===== config.mk =====
export PLATFORM = sky130hd
export DESIGN_NAME = plane_pwm_controller_db
export DESIGN_NICKNAME = d
export VERILOG_FILES = /design/src/rtl/plane_pwm_controller_db.sv
export SDC_FILE = /design/constraint.sdc
export NUM_CORES = 2
export LEC_CHECK = 0
export BUFFER_PORTS_ARGS = -buffer_cell sky130_fd_sc_hd__buf_2
export CAP_MARGIN = 15
export CORE_AREA = 2 2 415 293
export DETAILED_ROUTE_END_ITERATION = 10
export DIE_AREA = 0 0 417 295
export GPL_TIMING_DRIVEN = 0
export HOLD_SLACK_MARGIN = 0.12
export PLACE_DENSITY_LB_ADDON = 0.25
export SLEW_MARGIN = 20
export SYNTH_ARGS = -nofsm -noshare
export SYNTH_HDL_FRONTEND = slang
export SYNTH_SLANG_ARGS = --single-unit
export TNS_END_PERCENT = 5

===== constraint.sdc =====
create_clock -name clk -period 2.6 [get_ports clk]
set_input_delay 0.13 -clock clk [delete_from_list [all_inputs] [get_ports clk]]
set_output_delay 0.13 -clock clk [all_outputs]
set_load 0.05 [all_outputs]

===== src/rtl/plane_pwm_controller_db.sv =====
`default_nettype none
// ============================================================================
// plane_pwm_controller_db
// Double-buffered OUT_NUM-channel PWM plane driver fed by a strobed MCU byte bus.
// Revision: 1.0
// ============================================================================
module plane_pwm_controller_db #(
  parameter int OUT_NUM         = 64,
  parameter int D_WIDTH         = 8,
  parameter int C_WIDTH         = 5,
  parameter int PWM_TOP         = 30,
  parameter int MCU_CLK_DIVIDER = 2
) (
  input  logic               clk,
  input  logic               reset,
  input  logic [D_WIDTH-1:0] dataIn,
  input  logic               dataEn,
  input  logic               rs,
  output logic [OUT_NUM-1:0] pwmOut,
  output logic               mcuClk,
  output logic               swapPending
);

  localparam int                 A_WIDTH = $clog2(OUT_NUM);
  localparam logic [C_WIDTH-1:0] c_top   = C_WIDTH'(PWM_TOP);
  localparam logic [A_WIDTH-1:0] c_last  = A_WIDTH'(OUT_NUM - 1);
  localparam logic [A_WIDTH:0]   c_num   = (A_WIDTH + 1)'(OUT_NUM);

  logic [C_WIDTH-1:0] cnt_q, cnt_d;
  logic               disp_bank_q, disp_bank_d;
  logic               swap_pending_q, swap_pending_d;
  logic [A_WIDTH-1:0] addr_q, addr_d;
  logic               inc_dec_q, inc_dec_d;
  logic               pwm_enabled_q, pwm_enabled_d;
  logic               old_data_en_q, old_data_en_d;
  logic [OUT_NUM-1:0] pwm_out_q, pwm_out_d;
  logic [C_WIDTH-1:0] bank_q [2][OUT_NUM];
  logic [C_WIDTH-1:0] bank_d [2][OUT_NUM];

  logic               strobe_w;
  logic               take_swap_w;
  logic               write_bank_w;
  logic [7:0]         cmd_w;

  assign strobe_w     = ~dataEn & old_data_en_q;
  assign take_swap_w  = (cnt_q == c_top) & swap_pending_q;
  // The write bank is taken from the current register, so a write in the swap
  // cycle lands in the bank that is about to become visible.
  assign write_bank_w = ~disp_bank_q;
  assign cmd_w        = dataIn[7:0];

  always_comb begin
    cnt_d          = (cnt_q == c_top) ? '0 : cnt_q + 1'b1;
    old_data_en_d  = dataEn;
    disp_bank_d    = disp_bank_q ^ take_swap_w;
    swap_pending_d = swap_pending_q & ~take_swap_w;
    addr_d         = addr_q;
    inc_dec_d      = inc_dec_q;
    pwm_enabled_d  = pwm_enabled_q;
    bank_d         = bank_q;

    if (strobe_w) begin
      if (rs) begin
        if (cmd_w == 8'h01) begin
          for (int i = 0; i < OUT_NUM; i++) begin
            bank_d[write_bank_w][i] = '0;
          end
        end else if (cmd_w[7:1] == 7'h01) begin
          addr_d = '0;
        end else if (cmd_w[7:2] == 6'h01) begin
          inc_dec_d = cmd_w[1];
        end else if (cmd_w[7:3] == 5'h01) begin
          pwm_enabled_d = cmd_w[2];
        end else if (cmd_w[7:4] == 4'h1) begin
          swap_pending_d = 1'b1;
        end else if (cmd_w[7]) begin
          addr_d = cmd_w[A_WIDTH-1:0];
        end
      end else begin
        if ({1'b0, addr_q} < c_num) begin
          bank_d[write_bank_w][addr_q] = dataIn[C_WIDTH-1:0];
        end
        // Step is explicit at both wrap points so a non-power-of-two OUT_NUM still wraps
        if (inc_dec_q) begin
          addr_d = (addr_q == c_last) ? '0 : addr_q + 1'b1;
        end else begin
          addr_d = (addr_q == '0) ? c_last : addr_q - 1'b1;
        end
      end
    end
  end

  always_comb begin
    pwm_out_d = '0;
    for (int i = 0; i < OUT_NUM; i++) begin
      pwm_out_d[i] = pwm_enabled_q & (cnt_q < bank_q[disp_bank_q][i]);
    end
  end

  always_ff @(posedge clk or negedge reset) begin
    if (!reset) begin
      cnt_q          <= '0;
      disp_bank_q    <= 1'b0;
      swap_pending_q <= 1'b0;
      addr_q         <= '0;
      inc_dec_q      <= 1'b0;
      pwm_enabled_q  <= 1'b0;
      old_data_en_q  <= 1'b0;
      pwm_out_q      <= '0;
      for (int b = 0; b < 2; b++) begin
        for (int i = 0; i < OUT_NUM; i++) begin
          bank_q[b][i] <= '0;
        end
      end
    end else begin
      cnt_q          <= cnt_d;
      disp_bank_q    <= disp_bank_d;
      swap_pending_q <= swap_pending_d;
      addr_q         <= addr_d;
      inc_dec_q      <= inc_dec_d;
      pwm_enabled_q  <= pwm_enabled_d;
      old_data_en_q  <= old_data_en_d;
      pwm_out_q      <= pwm_out_d;
      bank_q         <= bank_d;
    end
  end

  assign pwmOut      = pwm_out_q;
  assign mcuClk      = cnt_q[MCU_CLK_DIVIDER];
  assign swapPending = swap_pending_q;

endmodule
`default_nettype wire


==> flow_metrics.py <==
metrics = {
    "yosys": {
        "synth_cells": 2896,
        "async_flop_share_pct": 100,
        "yosys_warnings": 0,
        "synth_area_sq_um": 35500,
        "mappedNetlistNets": 3168,
        "ys_types": 54,
        "yosysTopAreaCellShare_pct": 50.8,
        "yosysSeqAreaShare_pct": 50.8,
        "ys_ff_latch": 720,
        "avgSynthCellArea_sq_um": 12.2,
        "synth_area_leaders": "dfrtp_1 51%, a22o_1 16%, ha_1 9.2%",
        "yosysTopAreaCell": "dfrtp_1",
        "synth-edff-count": 0,
        "ys.flop_type": "dfrtp_1",
    },
    "critical_path": {
        "critical_path_buf_inv_count": 2,
        "crit_arrival_ns": 3.23,
        "cp_top_family": "simple AND/OR/NAND/NOR gates",
        "crit_chain": "buf_2 -> nor4_4 -> nand4_1 -> inv_1 -> o21ai_1 -> a22o_1",
        "reg2reg_from": "addr_q[1]",
        "critPathKind": "reg -> reg",
        "slowest_delay_ns": 0.53,
        "crit_required_ns": 3.16,
        "crit_path_start_kind": "register",
        "critPathMaxFanout": 9,
        "worstSetupEndpointType": "register",
        "setup.worst_path.start": "addr_q[1]",
        "slowest_stage": "nand4_1",
    },
    "sta": {
        "period_share_pct": 103,
        "final_hold_viol_count": 0,
        "final-max-slew-violation-count": 0,
        "period_minus_slack_ns": 2.67,
        "fin_hold_ws_ns": 0.137,
        "fin_ws_ns": -0.0663,
        "finClkSkew_ns": 0.0314,
        "setup_viol": 43,
        "fmax_ghz": 0.375,
        "rsz0062_at_grt": "true",
        "tightest_slew_ns": 1.24,
        "maxSlewHeadroom_pct": 17.0,
    },
    "power_and_ir_drop": {
        "clkPwrFrac_pct": 45.2,
        "power_w": 0.0258,
        "combPwrFrac_pct": 9.3,
        "power_frac_seq_pct": 45.5,
        "switchingPower_w": 0.00696,
        "p_leak_nw": 20.6,
        "ir_worst_vdd_v": 0.000433,
        "swShare_pct": 27.0,
        "powerDensity_nw_per_um2": 617,
        "p_int_w": 0.0188,
    },
    "clock_tree": {
        "cts_max_level": 3,
        "cts_tree": "yes",
        "clock_latency_ns": 0.68,
        "path_clk_slew_ns": 0.07,
        "clock_path_buffers": 3,
        "cts_sinks": 720,
        "numCtsBuffers": 77,
        "clockRootBuffer": "clkbuf_16",
    },
    "routing": {
        "vias_per_cell": 5.58,
        "drc": 0,
        "drt_wl_total_microns": 132000,
        "drtIter0Drc": 2544,
        "antenna_left": 0,
        "wire_per_inst_microns": 27.9,
        "vias": 26300,
        "dr.pass1.iters": 5,
    },
    "die": {
        "initial_core_util_pct": 29.8,
        "dieArea_sq_um": 123000,
        "io_pins": 78,
        "die_x_microns": 417,
        "die_h_microns": 295,
        "coreArea_sq_um": 119000,
        "rows": 106,
    },
    "finish": {
        "final_common_cell": "dfrtp_1",
        "drive_gt1_share_pct": 15.7,
        "nFillCells": 11600,
        "final_cell_mix": "716 x dfrtp_1, 640 x a22o_1, 320 x mux2i_1",
        "regArea_sq_um": 18000,
        "area_growth_pct": 17.7,
        "multiInputGateArea_sq_um": 17000,
        "fin_nets": 3360,
    },
    "global_routing": {
        "grt_max_degree": 92,
        "grt-ovfl-total": 0,
        "grt_pass1_vias": 25800,
        "grt_first_pass_wirelength_microns": 190000,
        "antenna_found_initial": 6,
        "grt_usage_pct": 21.3,
    },
    "run": {
        "drv_cap": 0,
    },
    "status": {
        "violations": "negative setup slack",
        "outcome": "complete, but fails checks",
    },
    "placed_design": {
        "dp_slack_ns": -1.12,
        "io_buffers": 76,
        "place.gp.congestion": 0.889,
        "place_hpwl_microns": 86500,
    },
    "min_path": {
        "hold_path_class": "in -> async",
    },
}
==> power groups by stage <==
stage	Combinational (W)	Clock, W	Sequential, W
floorplan	0.00117	0	0.0119
global placement	0.00219	0	0.0119
detailed placement	0.00225	0	0.0119
CTS	0.00231	0.0118	0.0117
global route	0.00254	0.0123	0.0117
finish	0.00239	0.0116	0.0117
==> Yosys cell counts (2+ instances only) <==
library cell	count
o22ai_1	3
nand3_2	2
nand2_1	85
buf_6	6
buf_2	96
dfrtp_1	720
mux2i_1	322
and2_1	5
nand4_1	4
mux2_2	3
nand3b_1	65
nor2_2	10
a31oi_1	69
o21ai_2	51
xor2_1	3
o211ai_1	2
inv_1	13
nand2_2	4
buf_1	17
nor3_1	6
nor2b_1	5
a21oi_2	2
clkbuf_1	41
buf_4	9
and2b_1	4
o21ai_0	70
nor3_2	3
o21ai_1	67
nand2b_1	68
a22o_1	640
ha_1	260
xnor2_1	2
nor3_4	2
o21a_1	64
nand3_1	18
nor4_1	2
nor2_1	133
a21oi_1	4
==> final timing paths <==
kind	slack, ns	cells after the start	to
worst max-delay path	-0.07	6	bank_q[399]
worst min-delay path	0.14	3	bank_q[23]
worst max register to register	-0.07	6	bank_q[399]
worst min register to register	0.50	1	bank_q[553]
max in group asynchronous	1.02	5	cnt_q[1]
min in group clk	0.24	2	old_data_en_q
==> sequential cells by signal (all words and copies together) (netlist names) <==
signal and cells:
addr_q 6, disp_bank_q 1, cnt_q 5, pwmOut 64, bank_q 640, pwm_enabled_q 1
old_data_en_q 1, inc_dec_q 1, swapPending 1
==> cell type report <==
cell class              count  area share, %
well taps                1566           4.69
clock inverters            25          0.749
diodes                      3         0.0180
inverters                  14          0.126
repair buffers            113           2.49
flip-flops and latches    720           43.2
clock buffers             115           5.39
plain buffers             169           2.74
multi-input cells        1993           40.6
==> layer usage <==
metal	up-vias	wire length, microns	global-route usage [%]
li1	11600	-	-
met1	13500	64400	32.6
met2	1043	53000	29.4
met3	196	10900	5.33
met4	0	3500	5.82
met5	-	0	0
==> logic make-up (layout without fill, tap and decap cells) <==
kind of cell             Yosys count  in the layout  share of synthesized area [%]
AO/OA/AOI/OAI                    976            976                           21.9
flip-flops                       720            720                           50.8
AND/OR/NAND/NOR                  427            427                           6.38
multiplexers                     325            325                           9.18
adder cells (fa/ha/maj)          260            260                           9.17
buffers and inverters            183            436                           2.50
XOR/XNOR                           5              5                          0.123
other                              0              3                              0
==> worst min-delay path, delay by kind of cell <==
family,cells,cell delay [ns]
buffers and inverters,3,1.10
==> per-stage QoR <==
step,std cells,cell area (sq um),TNS (ns),utilization (%)
floorplan,2896,35500,0,-
global placement,4538,37800,-,31.8
detailed placement,4554,38300,-97.92,32.2
CTS,4711,41500,-0.253,34.9
global route,4715,41800,-3.43,35.1
finish,4718,41800,-1.07,35.1
==> timing repair <==
| item | 4_1_cts | 5_1_grt |
|---|---|---|
| pin swaps | 0 | 4 |
| cloned | 0 | 1 |
| setup buffers | 1 | 3 |
| hold endpoints to repair | 337 | 0 |
| gates resized for setup | 110 | 55 |
| hold buffers | 16 | 0 |
| endpoints found under the setup margin | 401 | 266 |
Power figures use the tool's default switching activity.
